`src/rtl/vga_timing_gen.sv`:
```
// Raster timing generator for the display path: pixel coordinates, visible flag,
// sync pulses and line/frame start strobes, stepping only on pix_en cycles.
module vga_timing_gen #(
    parameter int   H_VISIBLE   = 640,
    parameter int   H_FP        = 16,
    parameter int   H_SYNC      = 96,
    parameter int   H_BP        = 48,
    parameter int   V_VISIBLE   = 480,
    parameter int   V_FP        = 10,
    parameter int   V_SYNC      = 2,
    parameter int   V_BP        = 33,
    parameter logic SYNC_ACTIVE = 1'b0
) (
    input  logic       vga_clk,
    input  logic       reset,
    input  logic       pix_en,
    output logic [9:0] DrawX,
    output logic [9:0] DrawY,
    output logic       hs,
    output logic       vs,
    output logic       blank,
    output logic       line_start,
    output logic       frame_start
);

    localparam int H_TOTAL = H_VISIBLE + H_FP + H_SYNC + H_BP;
    localparam int V_TOTAL = V_VISIBLE + V_FP + V_SYNC + V_BP;

    localparam logic [9:0] H_LAST   = 10'(H_TOTAL - 1);
    localparam logic [9:0] V_LAST   = 10'(V_TOTAL - 1);
    localparam logic [9:0] H_VIS    = 10'(H_VISIBLE);
    localparam logic [9:0] V_VIS    = 10'(V_VISIBLE);
    localparam logic [9:0] HS_START = 10'(H_VISIBLE + H_FP);
    localparam logic [9:0] HS_END   = 10'(H_VISIBLE + H_FP + H_SYNC);
    localparam logic [9:0] VS_START = 10'(V_VISIBLE + V_FP);
    localparam logic [9:0] VS_END   = 10'(V_VISIBLE + V_FP + V_SYNC);

    logic [9:0] x_next;
    logic [9:0] y_next;
    logic       x_wrap;
    logic       y_wrap;
    logic       hs_next;
    logic       vs_next;
    logic       blank_next;

    // Flags are derived from the next coordinates so they line up with DrawX/DrawY.
    always_comb begin
        x_next = DrawX + 10'd1;
        y_next = DrawY;
        x_wrap = 1'b0;
        y_wrap = 1'b0;
        if (DrawX >= H_LAST) begin
            x_next = '0;
            x_wrap = 1'b1;
            if (DrawY >= V_LAST) begin
                y_next = '0;
                y_wrap = 1'b1;
            end else begin
                y_next = DrawY + 10'd1;
            end
        end
        blank_next = (x_next < H_VIS) && (y_next < V_VIS);
        hs_next    = ((x_next >= HS_START) && (x_next < HS_END)) ? SYNC_ACTIVE : ~SYNC_ACTIVE;
        vs_next    = ((y_next >= VS_START) && (y_next < VS_END)) ? SYNC_ACTIVE : ~SYNC_ACTIVE;
    end

    always_ff @(posedge vga_clk) begin
        if (reset) begin
            DrawX       <= '0;
            DrawY       <= '0;
            blank       <= 1'b1;
            hs          <= ~SYNC_ACTIVE;
            vs          <= ~SYNC_ACTIVE;
            line_start  <= 1'b0;
            frame_start <= 1'b0;
        end else if (pix_en) begin
            DrawX       <= x_next;
            DrawY       <= y_next;
            blank       <= blank_next;
            hs          <= hs_next;
            vs          <= vs_next;
            line_start  <= x_wrap;
            frame_start <= x_wrap && y_wrap;
        end else begin
            // Strobes are one vga_clk wide regardless of the enable rate.
            line_start  <= 1'b0;
            frame_start <= 1'b0;
        end
    end

endmodule

```
`config.mk`:
```
export PLATFORM = sky130hd
export DESIGN_NAME = vga_timing_gen
export DESIGN_NICKNAME = d
export VERILOG_FILES = /design/src/rtl/vga_timing_gen.sv
export SDC_FILE = /design/constraint.sdc
export NUM_CORES = 1
export LEC_CHECK = 0
export BUFFER_PORTS_ARGS = -buffer_cell sky130_fd_sc_hd__buf_2
export CORE_MARGIN = 2
export CORE_UTILIZATION = 45
export CTS_CLUSTER_DIAMETER = 120
export DETAILED_ROUTE_END_ITERATION = 10
export PLACE_DENSITY_LB_ADDON = 0.25
export SETUP_SLACK_MARGIN = 0.15
export SLEW_MARGIN = 20
export SYNTH_ARGS = -nofsm -noshare
export SYNTH_HDL_FRONTEND = slang
export SYNTH_SLANG_ARGS = --single-unit
```
`constraint.sdc`:
```
create_clock -name vga_clk -period 2.2 [get_ports vga_clk]
set_input_delay 0.11 -clock vga_clk [delete_from_list [all_inputs] [get_ports vga_clk]]
set_output_delay 0.11 -clock vga_clk [all_outputs]
set_load 0.01 [all_outputs]
```
==> impl_metrics.py <==
metrics = {
    "route": {
        "wl_per_cell_um": 13.8,
        "wl_mm": 4.01,
        "detail_route.iter0.violations": 129,
        "ant_nets": 0,
        "viasPerCell": 5.83,
        "remaining_drc_errors": 0,
        "firstDrtPassIters": 4,
        "vias": 1697,
    },
    "clock_tree": {
        "cts-hold-fix-buffers": 0,
        "clock_path_buffers": 2,
        "cts_made_buffers": 3,
        "clock_latency_ps": 350,
        "clock-root-buffer": "clkbuf_4",
        "cts_tree": "yes",
        "clkTransAtPathRegs_ps": 160,
        "htreeDepth": 1,
        "clock_sinks": 25,
    },
    "placed_design": {
        "portBuffers": 27,
        "pre_cts_ws_ps": 20.4,
        "placed_cells": 285,
        "hpwl_mm": 2.93,
        "postPlaceCellArea_um2": 1850,
        "place_congestion": 0.808,
    },
    "job": {
        "maxCapViolCount": 0,
    },
    "worst_setup_path": {
        "r2r_start": "DrawX[1]",
        "worst-path-buf-inv": 0,
        "end_kind": "flop",
        "path_cells": "ha_4, and4_4, o21ai_4, or4_4, a2111oi_4, a41oi_1, or2_1",
        "crit_family": "simple AND/OR/NAND/NOR gates",
        "worstSetupPathType": "reg -> reg",
        "cp-startpoint": "DrawX[1]",
        "required_ps": 2460,
        "slowest_stage": "or4_4",
        "start_kind": "flop",
        "crit_arrival_ps": 2380,
        "crit_path_max_fanout": 4,
        "slowest_delay_ps": 510,
    },
    "die": {
        "row_count": 21,
        "initial_core_util": 0.467,
        "io_pins": 28,
        "die_h_um": 62.6,
        "core_um2": 3310,
        "fp.dieW_um": 62.6,
        "dieArea_um2": 3920,
    },
    "yosys": {
        "synthCells": 207,
        "ys_ff_latch": 25,
        "ys.flop_type": "dfxtp_1",
        "synth_top_area_share": 0.324,
        "syn-mean-instance-area_um2": 7.46,
        "async_flop_share": 0,
        "ys_seq_area_frac": 0.324,
        "synth.cells.most_frequent": "nor2_1 (28), dfxtp_1 (25), a21oi_1 (22)",
        "synth.distinct_cells": 49,
        "synth.most_common_cell": "nor2_1",
        "synth_edf_count": 0,
        "yosysTopAreaCell": "dfxtp_1",
        "synthesis.nets": 213,
        "synth_area_um2": 1550,
        "synth.area.top_cells": "dfxtp_1 (32%), a21oi_1 (7.1%), nor2_1 (6.8%), o21ai_0 (4.5%), nand2_1 (3.6%)",
        "yosysWarnings": 0,
    },
    "finish": {
        "multi_input_area_um2": 1000,
        "fill_cells": 324,
        "syn2layout_area_growth_pct": 23.8,
        "diodes": 0,
        "drive_above_1_share": 0.269,
        "register_area_um2": 510,
        "design_area_um2": 1910,
        "fin_cells": 291,
        "final_nets": 252,
    },
    "sta": {
        "hold_violations": 0,
        "tns_ps": 0,
        "slew_headroom": 0.661,
        "period_share": 0.965,
        "min_period_ps": 2120,
        "grt_setup_unrepaired": "yes",
        "layout_setup_ws_ps": 77.4,
        "drv_slew": 0,
        "setup-violations-final": 0,
        "fmax_mhz": 471,
        "skew_ps": 11.0,
        "worst_pin_slew_ps": 502,
    },
    "run_status": {
        "status": "complete, no violations",
    },
    "hold_path": {
        "holdCritStartpoint": "pix_en",
        "min_path_type": "in -> reg",
    },
    "global_routing": {
        "grt_pass1_wl_mm": 6.70,
        "grt_start_max_net_pins": 26,
        "grt_use_total": 0.209,
        "grt_antenna_before_repair": 0,
        "grt_pass1_vias": 1410,
        "overflow": 0,
    },
    "pwr": {
        "leakagePower_uw": 0.000760,
        "ir_worst_vdd_mv": 0.170,
        "p_per_area_nw_per_um2": 391,
    },
}
timing repair:
action,4_1_cts,5_1_grt
setup buffers,0,2
resized for setup,1,5
endpoints found under the setup margin,1,3
path summary, 6_finish.rpt:
| kind | to | cells after the start | slack [ps] |
|---|---|---|---|
| worst max-delay path | vs | 7 | 80 |
| worst min-delay path | DrawX[1] | 3 | 150 |
| worst max register to register | vs | 7 | 80 |
| worst min register to register | blank | 2 | 500 |
report_power, final:
| group | internal (uW) | switching, uW | total [uW] |
|---|---|---|---|
| registers | 457 | 6.06 | 464 |
| logic | 18.9 | 33.2 | 52.1 |
| clock network | 71.3 | 162 | 233 |
placed cells by master, fill, tap and decap left out, types with 2 or more instances in the layout:
| cell type | synthesis | layout |
|---|---|---|
| o32ai_1 | 2 | 2 |
| nor3_1 | 9 | 9 |
| and3_1 | 4 | 4 |
| nor3b_1 | 3 | 3 |
| dfxtp_1 | 25 | 21 |
| a311oi_1 | 2 | 2 |
| dfxtp_4 | 0 | 2 |
| a21oi_1 | 22 | 22 |
| a41oi_1 | 2 | 2 |
| o21ai_0 | 14 | 14 |
| and2_1 | 2 | 2 |
| buf_4 | 0 | 20 |
| a211oi_1 | 2 | 2 |
| ha_1 | 3 | 2 |
| nand4_1 | 4 | 4 |
| nor2_1 | 28 | 28 |
| nor4_1 | 2 | 2 |
| a31oi_1 | 4 | 4 |
| inv_1 | 5 | 5 |
| dfxtp_2 | 0 | 2 |
| mux2i_1 | 2 | 2 |
| nand3_1 | 10 | 10 |
| nand3b_1 | 2 | 2 |
| nor2b_1 | 3 | 3 |
| a211o_1 | 2 | 2 |
| buf_2 | 4 | 27 |
| clkbuf_4 | 0 | 3 |
| nand2_1 | 15 | 15 |
| or4_1 | 2 | 2 |
stage by stage:
stage	total power [uW]	hold WS (ps)	utilization
after global placement	524	456	0.558
after CTS	755	135	0.568
after floorplan	504	208	-
final	749	148	0.578
after detailed placement	524	462	0.558
after global routing	780	154	0.578
sequential cells by signal, summed over array words and instances (netlist names):
signal       count
DrawX           10
DrawY           10
blank            1
frame_start      1
hs               1
line_start       1
vs               1
kinds of logic after synthesis:
| family | synth area share |
|---|---|
| AO/OA/AOI/OAI | 0.266 |
| multiplexers | 0.0130 |
| XOR/XNOR | 0.00567 |
| adder cells (fa/ha/maj) | 0.0243 |
| flip-flops | 0.324 |
| buffers and inverters | 0.0543 |
| AND/OR/NAND/NOR | 0.313 |
routing by layer:
layer / vias to the layer above / global-route usage / part of all wire
met5: - / 0 / 0
met4: 0 / 0.0667 / 0.012
met3: 5 / 0.0306 / 0.076
met2: 66 / 0.329 / 0.46
met1: 777 / 0.295 / 0.45
li1: 849 / - / -
worst reg2reg max path, stage by stage, from the launching register on:
cell and delay, ps:
dfxtp_4 390, ha_4 130, and4_4 250, o21ai_4 80
or4_4 510, a2111oi_4 330, a41oi_1 150, or2_1 220
cell type report:
class | instances | area share
flip-flops and latches | 25 | 0.267
multi-input cells | 163 | 0.523
clock buffers | 3 | 0.0118
inverters | 5 | 0.00981
repair buffers | 48 | 0.155
well taps | 46 | 0.0301
clock inverters | 1 | 0.00327
Note: power is estimated with default switching activity, not from simulation.
